<file path="config.mk">
export PLATFORM = sky130hd
export DESIGN_NAME = mem_bus_arbiter
export DESIGN_NICKNAME = d
export VERILOG_FILES = /design/src/rtl/mem_bus_arbiter.sv
export SDC_FILE = /design/constraint.sdc
export NUM_CORES = 1
export LEC_CHECK = 0
export ABC_AREA = 0
export BUFFER_PORTS_ARGS = -buffer_cell sky130_fd_sc_hd__buf_2
export CAP_MARGIN = 20
export CORE_ASPECT_RATIO = 0.7
export CORE_MARGIN = 2
export CORE_UTILIZATION = 30
export DETAILED_ROUTE_END_ITERATION = 10
export GPL_TIMING_DRIVEN = 0
export MAX_ROUTING_LAYER = met4
export PLACE_DENSITY = 0.66
export SYNTH_ARGS = -nofsm -noshare
export SYNTH_HDL_FRONTEND = slang
export SYNTH_SLANG_ARGS = --single-unit
</file>
<file path="constraint.sdc">
create_clock -name clk -period 5.62 [get_ports clk]
set_clock_uncertainty 0.2 [all_clocks]
set_input_delay 1.124 -clock clk [delete_from_list [all_inputs] [get_ports clk]]
set_output_delay 1.124 -clock clk [all_outputs]
set_load 0.02 [all_outputs]
</file>
<file path="src/rtl/mem_bus_arbiter.sv">
// ---------------------------------------------------------------------------
// mem_bus_arbiter
//
// Two-master, single-slave memory bus arbiter. The CPU (m0) and the
// peripheral/display master (m1) share one memory port. When both request at
// once, ownership alternates between them. The winning request is latched, so
// the other master may change its own inputs while it waits without affecting
// the transaction in flight. A slave that never acknowledges is abandoned
// after TIMEOUT cycles in WAIT, and the master gets an error completion.
//
// Parameters
//   TIMEOUT    cycles spent in WAIT before the transaction is aborted (1..15)
//
// Ports
//   clk        clock, rising edge
//   reset      asynchronous, active-high reset
//   m0_*       CPU master: req/we/addr/wdata in, rdata/ready out
//   m1_*       peripheral master: same meaning as m0_*
//   mem_*      slave side: en/we/addr/wdata out, rdata/ack in
//   grant      one-hot current owner ({m1, m0}), cleared when idle
//   busy       a transaction is in progress
//   err        timeout flag, qualified by the owner's ready pulse
//
// All outputs are driven directly by registers.
//
// state    | meaning
// ---------+-------------------------------------------------------------
// ST_IDLE  | no owner; arbitrate between pending requests
// ST_ISSUE | mem_en pulse with the latched request on the slave port
// ST_WAIT  | waiting for mem_ack; timeout counter running
// ST_RESP  | owner's ready pulse with its rdata and err valid
// ---------------------------------------------------------------------------
module mem_bus_arbiter #(
    parameter int unsigned TIMEOUT = 15
) (
    input  logic        clk,
    input  logic        reset,

    input  logic        m0_req,
    input  logic        m0_we,
    input  logic [31:0] m0_addr,
    input  logic [31:0] m0_wdata,
    output logic [31:0] m0_rdata,
    output logic        m0_ready,

    input  logic        m1_req,
    input  logic        m1_we,
    input  logic [31:0] m1_addr,
    input  logic [31:0] m1_wdata,
    output logic [31:0] m1_rdata,
    output logic        m1_ready,

    output logic        mem_en,
    output logic        mem_we,
    output logic [31:0] mem_addr,
    output logic [31:0] mem_wdata,
    input  logic [31:0] mem_rdata,
    input  logic        mem_ack,

    output logic [1:0]  grant,
    output logic        busy,
    output logic        err
);

    typedef enum logic [1:0] {
        ST_IDLE,
        ST_ISSUE,
        ST_WAIT,
        ST_RESP
    } state_t;

    // The counter value seen on the last permitted WAIT cycle. The counter is
    // zero on the first WAIT cycle, so WAIT lasts exactly TIMEOUT cycles.
    localparam logic [3:0] TO_LAST = 4'(TIMEOUT - 1);

    state_t      r_state;
    state_t      w_state_nxt;

    // 0 = m0 owned the bus last, 1 = m1 owned it last.
    logic        r_last_grant;
    logic        w_last_grant_nxt;
    logic [3:0]  r_cnt;
    logic [3:0]  w_cnt_nxt;

    logic        r_mem_en;
    logic        w_mem_en_nxt;
    logic        r_mem_we;
    logic        w_mem_we_nxt;
    logic [31:0] r_mem_addr;
    logic [31:0] w_mem_addr_nxt;
    logic [31:0] r_mem_wdata;
    logic [31:0] w_mem_wdata_nxt;

    logic [1:0]  r_grant;
    logic [1:0]  w_grant_nxt;
    logic        r_busy;
    logic        w_busy_nxt;
    logic        r_err;
    logic        w_err_nxt;

    logic        r_m0_ready;
    logic        w_m0_ready_nxt;
    logic        r_m1_ready;
    logic        w_m1_ready_nxt;
    logic [31:0] r_m0_rdata;
    logic [31:0] w_m0_rdata_nxt;
    logic [31:0] r_m1_rdata;
    logic [31:0] w_m1_rdata_nxt;

    logic        w_pick_m1;
    logic        w_done;
    logic        w_timeout;
    logic [31:0] w_resp_data;

    // m1 wins when it is the only requester, or on a tie when m0 owned the
    // bus last.
    assign w_pick_m1 = m1_req & (~m0_req | ~r_last_grant);

    // mem_ack only matters while in WAIT; it takes priority over a timeout
    // falling on the same cycle.
    assign w_done      = (r_state == ST_WAIT) & mem_ack;
    assign w_timeout   = (r_state == ST_WAIT) & ~mem_ack & (r_cnt == TO_LAST);
    assign w_resp_data = mem_ack ? mem_rdata : 32'h0000_0000;

    always_ff @(posedge clk or posedge reset) begin
        if (reset) begin
            r_state <= ST_IDLE;
        end else begin
            r_state <= w_state_nxt;
        end
    end

    always_comb begin
        w_state_nxt      = r_state;
        w_last_grant_nxt = r_last_grant;
        w_cnt_nxt        = r_cnt;
        w_mem_en_nxt     = 1'b0;
        w_mem_we_nxt     = r_mem_we;
        w_mem_addr_nxt   = r_mem_addr;
        w_mem_wdata_nxt  = r_mem_wdata;
        w_grant_nxt      = r_grant;
        w_busy_nxt       = r_busy;
        w_err_nxt        = 1'b0;
        w_m0_ready_nxt   = 1'b0;
        w_m1_ready_nxt   = 1'b0;
        w_m0_rdata_nxt   = r_m0_rdata;
        w_m1_rdata_nxt   = r_m1_rdata;

        case (r_state)
            ST_IDLE: begin
                w_grant_nxt = 2'b00;
                w_busy_nxt  = 1'b0;
                if (m0_req | m1_req) begin
                    w_state_nxt      = ST_ISSUE;
                    w_last_grant_nxt = w_pick_m1;
                    w_cnt_nxt        = 4'd0;
                    w_mem_en_nxt     = 1'b1;
                    w_busy_nxt       = 1'b1;
                    if (w_pick_m1) begin
                        w_grant_nxt     = 2'b10;
                        w_mem_we_nxt    = m1_we;
                        w_mem_addr_nxt  = m1_addr;
                        w_mem_wdata_nxt = m1_wdata;
                    end else begin
                        w_grant_nxt     = 2'b01;
                        w_mem_we_nxt    = m0_we;
                        w_mem_addr_nxt  = m0_addr;
                        w_mem_wdata_nxt = m0_wdata;
                    end
                end
            end

            ST_ISSUE: begin
                w_state_nxt = ST_WAIT;
            end

            ST_WAIT: begin
                if (w_done || w_timeout) begin
                    w_state_nxt = ST_RESP;
                    w_err_nxt   = w_timeout;
                    // Only the owner's data register and ready pulse move;
                    // the other master keeps its last result.
                    if (r_grant[1]) begin
                        w_m1_ready_nxt = 1'b1;
                        w_m1_rdata_nxt = w_resp_data;
                    end else begin
                        w_m0_ready_nxt = 1'b1;
                        w_m0_rdata_nxt = w_resp_data;
                    end
                end else begin
                    w_cnt_nxt = r_cnt + 4'd1;
                end
            end

            ST_RESP: begin
                w_state_nxt = ST_IDLE;
                w_grant_nxt = 2'b00;
                w_busy_nxt  = 1'b0;
            end

            default: begin
                w_state_nxt = ST_IDLE;
                w_grant_nxt = 2'b00;
                w_busy_nxt  = 1'b0;
            end
        endcase
    end

    always_ff @(posedge clk or posedge reset) begin
        if (reset) begin
            r_last_grant <= 1'b1;
            r_cnt        <= 4'd0;
            r_mem_en     <= 1'b0;
            r_mem_we     <= 1'b0;
            r_mem_addr   <= 32'h0000_0000;
            r_mem_wdata  <= 32'h0000_0000;
            r_grant      <= 2'b00;
            r_busy       <= 1'b0;
            r_err        <= 1'b0;
            r_m0_ready   <= 1'b0;
            r_m1_ready   <= 1'b0;
            r_m0_rdata   <= 32'h0000_0000;
            r_m1_rdata   <= 32'h0000_0000;
        end else begin
            r_last_grant <= w_last_grant_nxt;
            r_cnt        <= w_cnt_nxt;
            r_mem_en     <= w_mem_en_nxt;
            r_mem_we     <= w_mem_we_nxt;
            r_mem_addr   <= w_mem_addr_nxt;
            r_mem_wdata  <= w_mem_wdata_nxt;
            r_grant      <= w_grant_nxt;
            r_busy       <= w_busy_nxt;
            r_err        <= w_err_nxt;
            r_m0_ready   <= w_m0_ready_nxt;
            r_m1_ready   <= w_m1_ready_nxt;
            r_m0_rdata   <= w_m0_rdata_nxt;
            r_m1_rdata   <= w_m1_rdata_nxt;
        end
    end

    assign mem_en    = r_mem_en;
    assign mem_we    = r_mem_we;
    assign mem_addr  = r_mem_addr;
    assign mem_wdata = r_mem_wdata;
    assign grant     = r_grant;
    assign busy      = r_busy;
    assign err       = r_err;
    assign m0_ready  = r_m0_ready;
    assign m1_ready  = r_m1_ready;
    assign m0_rdata  = r_m0_rdata;
    assign m1_rdata  = r_m1_rdata;

endmodule
</file>
# Word-level counts from Yosys, hierarchy flattened

Cells that the tools add are included.

Add/sub/neg operators: 1
Multipliers: 0
Divide/modulo/power cells: 0
$lt $le $gt $ge: 0
Equality and inequality tests: 7
Shift-type cells: 0
Multiplexer cells: 24
Bitwise operators: 10
Reductions and logical operators: 9

Operators by type and width:

| kind                  | count |
|---|---|
| $mux W32              | 3 |
| $mux W1               | 11 |
| $reduce_and A3 Y1     | 3 |
| $mux W2               | 4 |
| $mux W4               | 2 |
| $pmux W2 S4           | 1 |
| $pmux W4 S2           | 1 |
| $add A4 B1 Y4 const B | 1 |
| $and A1 B1 Y1         | 4 |
| $eq A2 B2 Y1 const B  | 2 |
| $eq A4 B4 Y1 const B  | 1 |
| $ne A2 B2 Y1 const B  | 2 |
| $not A1 Y1            | 4 |
| $pmux W2 S2           | 1 |
| $reduce_and A2 Y1     | 2 |
| $reduce_bool A2 Y1    | 2 |
| $eq A2 B1 Y1 const B  | 1 |
| $logic_not A2 Y1      | 1 |
| $ne A2 B1 Y1 const B  | 1 |
| $or A1 B1 Y1          | 2 |
| $pmux W1 S2           | 1 |
| $logic_or A1 B1 Y1    | 1 |

Register bits after elaboration: 143
Latch bits: 0
Bits in writable memories: 0
Bits in read-only memories: 0
Bits of input ports: 167
Word-level logic and storage cells: 65
Memories: 0

# Depth between registers and ports, before layout

Gate-level depths: netlist of the first run.

Word-level depth: 6
Gate-level depth with buffers: 7
Depth with buffers taken out: 5

# Worst setup path before layout of the first run

No wires, ideal clock.

Path type: input to register
Start: input port m1_req
End: register r_mem_addr[0] (netlist: mem_addr[0])
Arrival: 1.886 ns
Slack: 3.402 ns
Stages on the path: 5
Path through: a21boi_2 -> buf_6 -> buf_6 -> mux2i_1 -> o21ai_1

Cells in the longest elaborated chain, start to end: 2
Elaborated cells between the ends (all ways): 4
Classes of those cells: 1 x mux; 2 x bitwise; 1 x reduce/logical

Ends and longest elaborated chain:

| item                                          | line     | text |
|---|---|---|
| start: declaration                            | 46       | `input logic m1_req,` |
| $and A1 B1 Y1 or $or A1 B1 Y1 (tied branches) | 117, 153 |  |
| $mux W32 or $reduce_and A2 Y1 (tied branches) | n/a      |  |
| end signal: assignment                        | 229      | `r_mem_addr <= w_mem_addr_nxt;` |
| end: declaration                              | 89       | `logic [31:0] r_mem_addr;` |

Parallel ways exist; a longest one is shown, timed or not.
A chain may end at the register's enable or synchronous reset.

# Worst setup path after layout of the first run

Start: input port m1_req
End: register r_mem_wdata[31] (netlist: mem_wdata[31])

Cells in the longest elaborated chain, start to end: 2
Elaborated cells between the ends (all ways): 4
Classes of those cells: 1 x mux; 2 x bitwise; 1 x reduce/logical

Ends and longest elaborated chain:

| item                                          | line     | text |
|---|---|---|
| $and A1 B1 Y1 or $or A1 B1 Y1 (tied branches) | 117, 153 |  |
| $mux W32 or $reduce_and A2 Y1 (tied branches) | n/a      |  |
| end signal: assignment                        | 230      | `r_mem_wdata <= w_mem_wdata_nxt;` |
| end: declaration                              | 91       | `logic [31:0] r_mem_wdata;` |

Parallel ways exist; a longest one is shown, timed or not.

==> results of run 1 <==
cell usage in the layout, fill, tap and decap left out, drive strengths merged, types with 2 or more instances in the layout:
cell type,n
a21boi,2
a21oi,4
a22o,47
a31oi,3
a32o,19
and2,2
buf,330
bufinv,4
clkbuf,30
clkinvlp,2
dfrtp,142
ha,5
inv,14
mux2i,65
nand2,69
nand3,5
nor2,3
nor2b,3
o21ai,69
cell usage after synthesis:
cell	count
a21boi_0	1
a21boi_2	1
a21oi_1	4
a22o_1	47
a311oi_1	1
a31o_2	1
a31oi_1	3
a32o_1	19
and2_1	2
and3_1	1
and3b_1	1
and4_1	1
and4b_1	1
buf_1	1
buf_2	19
buf_4	2
buf_6	5
clkbuf_1	12
dfrtp_1	142
dfstp_2	1
ha_1	5
inv_1	7
mux2_2	1
mux2i_1	65
nand2_1	69
nand2b_1	1
nand3_1	5
nand4_1	1
nand4b_1	1
nor2_1	3
nor2b_1	3
nor3_1	1
nor3b_1	1
o21ai_0	29
o21ai_1	40
o22a_1	1
or3b_1	1
worst min-delay path by stage:
stage / from / end / slack (ps)
floorplan: r_state[0] / r_state[0] / 290
global placement: mem_addr[9] / mem_addr[9] / 260
detailed placement: busy / busy / 270
CTS: mem_wdata[2] / mem_wdata[2] / 280
global route: m1_rdata[3] / m1_rdata[3] / 300
finish: mem_wdata[2] / mem_wdata[2] / 280
worst max-delay path, delay by kind of cell:
| kind | cells | cell delay [ps] |
|---|---|---|
| buffers and inverters | 3 | 820 |
| AO/OA/AOI/OAI | 2 | 760 |
| AND/OR/NAND/NOR | 1 | 70 |
per-stage QoR:
step	hold WS, ps	TNS [ps]	utilization, %	area, um2	std cells
5_1_grt	298	0	43.2	8510	1104
3_3_place_gp	258	-187830	39.8	7830	1071
4_1_cts	282	0	43.2	8510	1104
6_report	276	0	43.2	8510	1104
3_5_place_dp	268	0	39.9	7860	1072
2_1_floorplan	289	0	-	5980	499
logic make-up (layout without fill, tap and decap cells):
group | after synthesis | in the layout
AOI/OAI and AO/OA | 147 | 147
adders and majority gates | 5 | 5
DFF | 143 | 143
buffers and inverters | 46 | 381
muxes | 66 | 66
and+or+nand+nor | 92 | 92
layer usage:
layer	wire, um	vias up
li1	-	2454
met1	8180	2483
met2	8340	222
met3	1160	10
met4	154	0
met5	0	-
power by group through the flow:
stage	Sequential [mW]	Clock (mW)	Combinational (mW)
final	1.76	1.24	2.17
after global placement	1.76	0	2.17
after global routing	1.82	1.32	2.36
after CTS	1.76	1.27	2.20
after detailed placement	1.77	0	2.21
after floorplan	2.32	0	0.820
cell type report:
type	instances	area (um2)	area share, %
flip-flops and latches	143	3580	42.0
multi-input cells	310	2160	25.4
repair buffers	303	1540	18.1
clock buffers	18	429	5.04
well taps	270	338	3.97
clock inverters	14	223	2.62
plain buffers	39	215	2.53
inverters	7	31.3	0.367
sequential cells by signal, summed over array words and instances, names as in the netlist, 2 cells and up:
signal,flops
mem_wdata,32
m1_rdata,32
mem_addr,32
grant,2
r_cnt,4
r_state,2
m0_rdata,32
==> results by group, run 1 <==
Die
  – Die height: ~120 um
  – Die span in x: about 170 um
  – Core area: slightly below 0.02 mm2
  – Ports: ~300
  – Num rows: 43
  – Die Area: around 0.021 mm2
  – Initial core utilization: a little under a third

GRT
  – Initial antenna violation count: 0
  – Total GRT Usage: between 10% and 20%
  – Grt ovf: 0
  – GR Layer Usage met2: about 27%
  – GRT met3 Usage: ~4.3%
  – First-pass GRT wire length: around 28000 um
  – Vias in the first global route: 5087
  – Largest net degree at the start of global routing: 74
  – Met1 global-route usage: 23.6%
  – GR peak layer: met2

Route
  – DRT Wirelength: around 18000 um
  – Via count: just over 5000
  – Avg WL per Cell: 16.2 um
  – Drc violations: 0
  – 1st-iter DRT viols: ~260
  – DRT Pass-1 Iters: 4
  – DRT antenna net count: 0
  – Vias per inst: between 4 and 5

Critical path
  – CP Cell Sequence: buf_2, o21ai_1, buf_2, buf_2, nand2_1, o21ai_0
  – Reg-to-Reg Start: r_state[0]
  – RR Endpoint: mem_wdata[31]
  – Crit-path max FO: 10
  – Crit path from: m1_req
  – WS Path Type: in -> reg
  – Crit start category: input port
  – R2r setup slk: between 3000 and 4000 ps
  – Worst setup endpoint: mem_wdata[31]
  – R2R cell count: 7
  – Slowest stage delay, CP: 670 ps
  – CP endpoint kind: flop
  – CP arrival: roughly 2800 ps
  – CP max stage cell: o21ai_1
  – Worst path required time: between 5000 and 6000 ps
  – Top cell by count, worst path: buf_2

Pwr
  – Total Power: between 5 and 6 mW
  – Part of the power in registers: about a third
  – Internal power: about 3 mW
  – Clock Power Share: about a quarter
  – Sw Share: 40.6%
  – Worst VDD drop: between 0.2 and 0.25 mV
  – Logic gate share of total power: between 40% and 50%
  – Pwr/cell area: about 600 mW/mm2
  – Psw: between 2 and 2.5 mW
  – Pleak: 4.47 nW

Logic synthesis
  – Syn nets: 671
  – Synth Area in Compound Gates: between 15 and 20%
  – Yosys top cell by area: dfrtp_1
  – Largest cells by area after synthesis: dfrtp_1 59%, mux2i_1 11%, a22o_1 6.9%
  – Netlist Area Pre-Place: between 0.005 and 0.006 mm2
  – Synth Area in Adders: 1.05%
  – Proportion of synthesized area in mux cells: between 10 and 15%
  – Yosys top cell area share: roughly three fifths
  – Number of synthesized register bits: ~140
  – Synth Area in XOR/XNOR: 0%
  – Largest family of logic cells by synthesized area: compound AO/OA/AOI/OAI gates
  – Post-synthesis cell type count: 37
  – Post-Synth Simple-Gate Area: roughly 6.7%
  – YS warnings: 0
  – Synth Area per Inst: ~12 um2
  – Cells after synthesis: ~500
  – Seq/Total Area, Yosys: between 50% and 60%

Hold path
  – Hold Crit Class: reg -> reg
  – Hold path cells: 2

Clock tree
  – Worst skew pair latency: roughly 410 ps
  – Total CTS buffers: 17
  – CTS root buf: clkbuf_16
  – CTS H-tree lvls: 4
  – Post-cts resize count: 0
  – Clock Sink Count: between 100 and 150
  – CTS tree: built
  – Clock slew at reported path FFs: about 60 ps
  – Post-CTS setup buffer count: 0
  – Maximum root-to-sink buffer count: 2
  – Post-CTS Hold Fix Bufs: 0

Outcome
  – Status: completed

Finish
  – Layout cells sized above 1: about 44%
  – FILL cells: 1933
  – Area Overhead vs Synth: 42.4%
  – Nets: 993
  – Ant. Diodes: 0

Timing
  – Final setup violation count: 0
  – Slew @ Worst Pin: around 830 ps
  – Fin crit period: 2670 ps
  – Final worst setup slack: around 3000 ps
  – Slew Limit Fails: 0
  – Fmax: between 0.3 and 0.4 GHz
  – Final hold vios: 0
  – RSZ-0062 raised after global routing: no
  – Slew HR: ~44%
  – Final period utilization: a little under half

Run
  – Max cap viols: 0

Place
  – Post-placement setup slack: 2410 ps
  – DPL Wire Length: around 13000 um
  – Port Buffers: 302
  – RD Place Congestion: roughly 0.80
(Power assumes the default switching activity.)
==> run 2, diff against run 1 <==
PLACE_DENSITY = 0.68   (was 0.66)
clock period = 2.31 ns   (was 5.62 ns; I/O delays follow)
==> run 2 against run 1 <==
Against the previous run: register-to-register slack worse by 3000 ps; first-iteration DRC count up 4.3%; worst setup slack worse by 2700 ps; worst hold slack got worse by 200 ps; design area grew 0.85%; count of clock-buffer cells in the layout unchanged; via count is 0.14% lower; sequential cell count did not move; power rose by 140%; die area stayed put; non-clock buffer count up 4; critical path depth unchanged; critical endpoint is now m1_rdata[23]; largest power group unchanged.
==> results by group, run 2 (synthesis results as in run 1) <==
Place
  – Port Buffers: 302 (unchanged)
  – Area after DPL: 0.00792 mm2 (+0.75%)
  – Placed Cells: 1075 (+0.28%)
  – DPL Wire Length: 13400 um (-0.38%)
  – RD Place Congestion: 0.843 (+5.6%)

Critical path
  – Crit start category: flop
  – WS Path Type: reg -> reg
  – Worst path required time: 2460 ps (-3280 ps)
  – Crit-path max FO: 10 (unchanged)
  – CP endpoint kind: flop
  – CP arrival: 2240 ps (-550 ps)
  – R2r setup slk: 220 ps (-3040 ps)

Route
  – Vias per inst: 4.65 (-0.59%)
  – DRT Wirelength: 17500 um (-1.9%)
  – Avg WL per Cell: 15.8 um (-2.3%)
  – Via count: 5162 (-0.14%)
  – Drc violations: 0 (unchanged)
  – DRT Pass-1 Iters: 5 (+1)
  – DRT antenna net count: 0 (unchanged)
  – 1st-iter DRT viols: 266 (+4.3%)

Finish
  – FILL cells: 1912 (-1.1%)
  – Non-Filler Instances: 1109 (+0.45%)
  – Nets: 997 (+0.40%)
  – Commonest cells after routing, fill and taps aside: 320 x buf_2, 142 x dfrtp_1, 68 x nand2_1
  – Area Overhead vs Synth: 43.6%
  – Layout cells sized above 1: 44.4% (+0.63 points)
  – Commonest non-fill, non-tap cell in the layout: buf_2
  – Finished Cell Area: 0.00859 mm2 (+0.85%)

Timing
  – Fin crit period: 2090 ps
  – Slew Limit Fails: 0 (unchanged)
  – Slew HR: 64.0% (+20 points)
  – Slew @ Worst Pin: 540 ps (-291 ps)
  – Fin Hold WS: 77.0 ps (-199 ps)
  – Final period utilization: 90.4%
  – Final hold vios: 0 (unchanged)
  – RSZ-0062 raised after global routing: no
  – Fmax: 0.479 GHz
  – Final setup violation count: 0 (unchanged)

Pwr
  – Worst VDD drop: 0.553 mV (+150%)
  – Psw: 5.04 mW (+140%)
  – Logic gate share of total power: 41.8% (-0.2 points)
  – Clock Power Share: 23.7% (-0.3 points)
  – Part of the power in registers: 34.4% (+0.4 points)
  – Pwr/cell area: 1460 mW/mm2 (+140%)
  – Internal power: 7.51 mW (+140%)
  – Pleak: 4.50 nW (+0.65%)
  – Sw Share: 40.2% (-0.40 points)

Die
  – Die Area: 0.0211 mm2 (unchanged)
  – Die height: 122 um (unchanged)
  – Initial core utilization: 30.4% (unchanged)
  – Ports: 303 (unchanged)
  – Die span in x: 173 um (unchanged)
  – Num rows: 43 (unchanged)
  – Core area: 0.0197 mm2 (unchanged)

Clock tree
  – Maximum root-to-sink buffer count: 2 (unchanged)
  – CTS tree: built
  – CTS root buf: clkbuf_16
  – CTS H-tree lvls: 4 (unchanged)
  – Total CTS buffers: 17 (unchanged)
  – Worst skew pair latency: 410 ps (about the same)
  – Clock slew at reported path FFs: 60 ps (about the same)
  – Clock Sink Count: 143 (unchanged)

GRT
  – Largest net degree at the start of global routing: 43 (-42%)
  – Grt ovf: 0 (unchanged)
  – Vias in the first global route: 5158 (+1.4%)
  – Total GRT Usage: 17.1% (-0.41 points)
  – Initial antenna violation count: 1 (+1)
  – First-pass GRT wire length: 27500 um (-1.4%)

Run
  – Max cap viols: 0 (unchanged)

Hold path
  – Hold Crit Class: in -> reg

Outcome
  – Status: completed
-- run 2: critical path, stage by stage, from the launching register on --
cell,delay [ps]
dfrtp_1,400
inv_1,80
ha_1,230
and3_1,170
clkbuf_1,260
clkbuf_1,460
a22o_1,230
-- run 2: final cells by class --
cell class | count | area, um2 | share of cell area (%)
Antenna cell | 1 | 2.50 | 0.0291
Multi-Input combinational cell | 310 | 2160 | 25.2
Clock inverter | 14 | 204 | 2.38
Tap cell | 270 | 338 | 3.93
Clock buffer | 18 | 439 | 5.12
Timing Repair Buffer | 307 | 1610 | 18.7
Inverter | 7 | 30.0 | 0.350
Buffer | 39 | 219 | 2.55
Sequential cell | 143 | 3580 | 41.7
-- run 2: layer usage --
layer / track usage [%] / up-vias / wire, um
li1: - / 2459 / -
met1: 22.6 / 2467 / 8170
met2: 26.1 / 214 / 8050
met3: 4.53 / 22 / 1060
met4: 4.71 / 0 / 221
met5: - / - / 0
-- run 2: power groups by stage --
stage | logic (mW) | clock network, mW | registers, mW
3_3_place_gp | 5.20 | 0 | 4.31
4_1_cts | 5.31 | 3.07 | 4.32
2_1_floorplan | 2.00 | 0 | 5.63
6_report | 5.25 | 2.98 | 4.32
3_5_place_dp | 5.31 | 0 | 4.34
5_1_grt | 5.71 | 3.18 | 4.46
-- run 2: per-stage QoR --
step / power (mW) / TNS, ps / utilization, % / setup slack, ps
after floorplan: 7.63 / -20200 / - / -142
after global placement: 9.51 / -153730 / 39.8 / -1090
after detailed placement: 9.65 / -663 / 40.2 / -80.1
after CTS: 12.7 / 0 / 43.6 / 95.3
after global routing: 13.4 / 0 / 43.6 / 35.9
final: 12.5 / 0 / 43.6 / 222
-- run 2: worst paths after layout --
path	startpoint	to	cells past startpoint
hold reg to reg	busy	busy	2
setup / recovery	r_state[0]	m1_rdata[23]	6
max in group asynchronous	reset	mem_we	6
setup reg to reg	r_state[0]	m1_rdata[23]	6
min in group asynchronous	reset	m0_rdata[16]	3
hold / removal	mem_rdata[22]	m0_rdata[22]	2
-- run 2: repair_timing --
item	4_1_cts	5_1_grt
buffers inserted	0	0
hold buffers	1	0
setup endpoints to repair	1	30
hold endpoints to repair	18	0
resized for setup	1	4
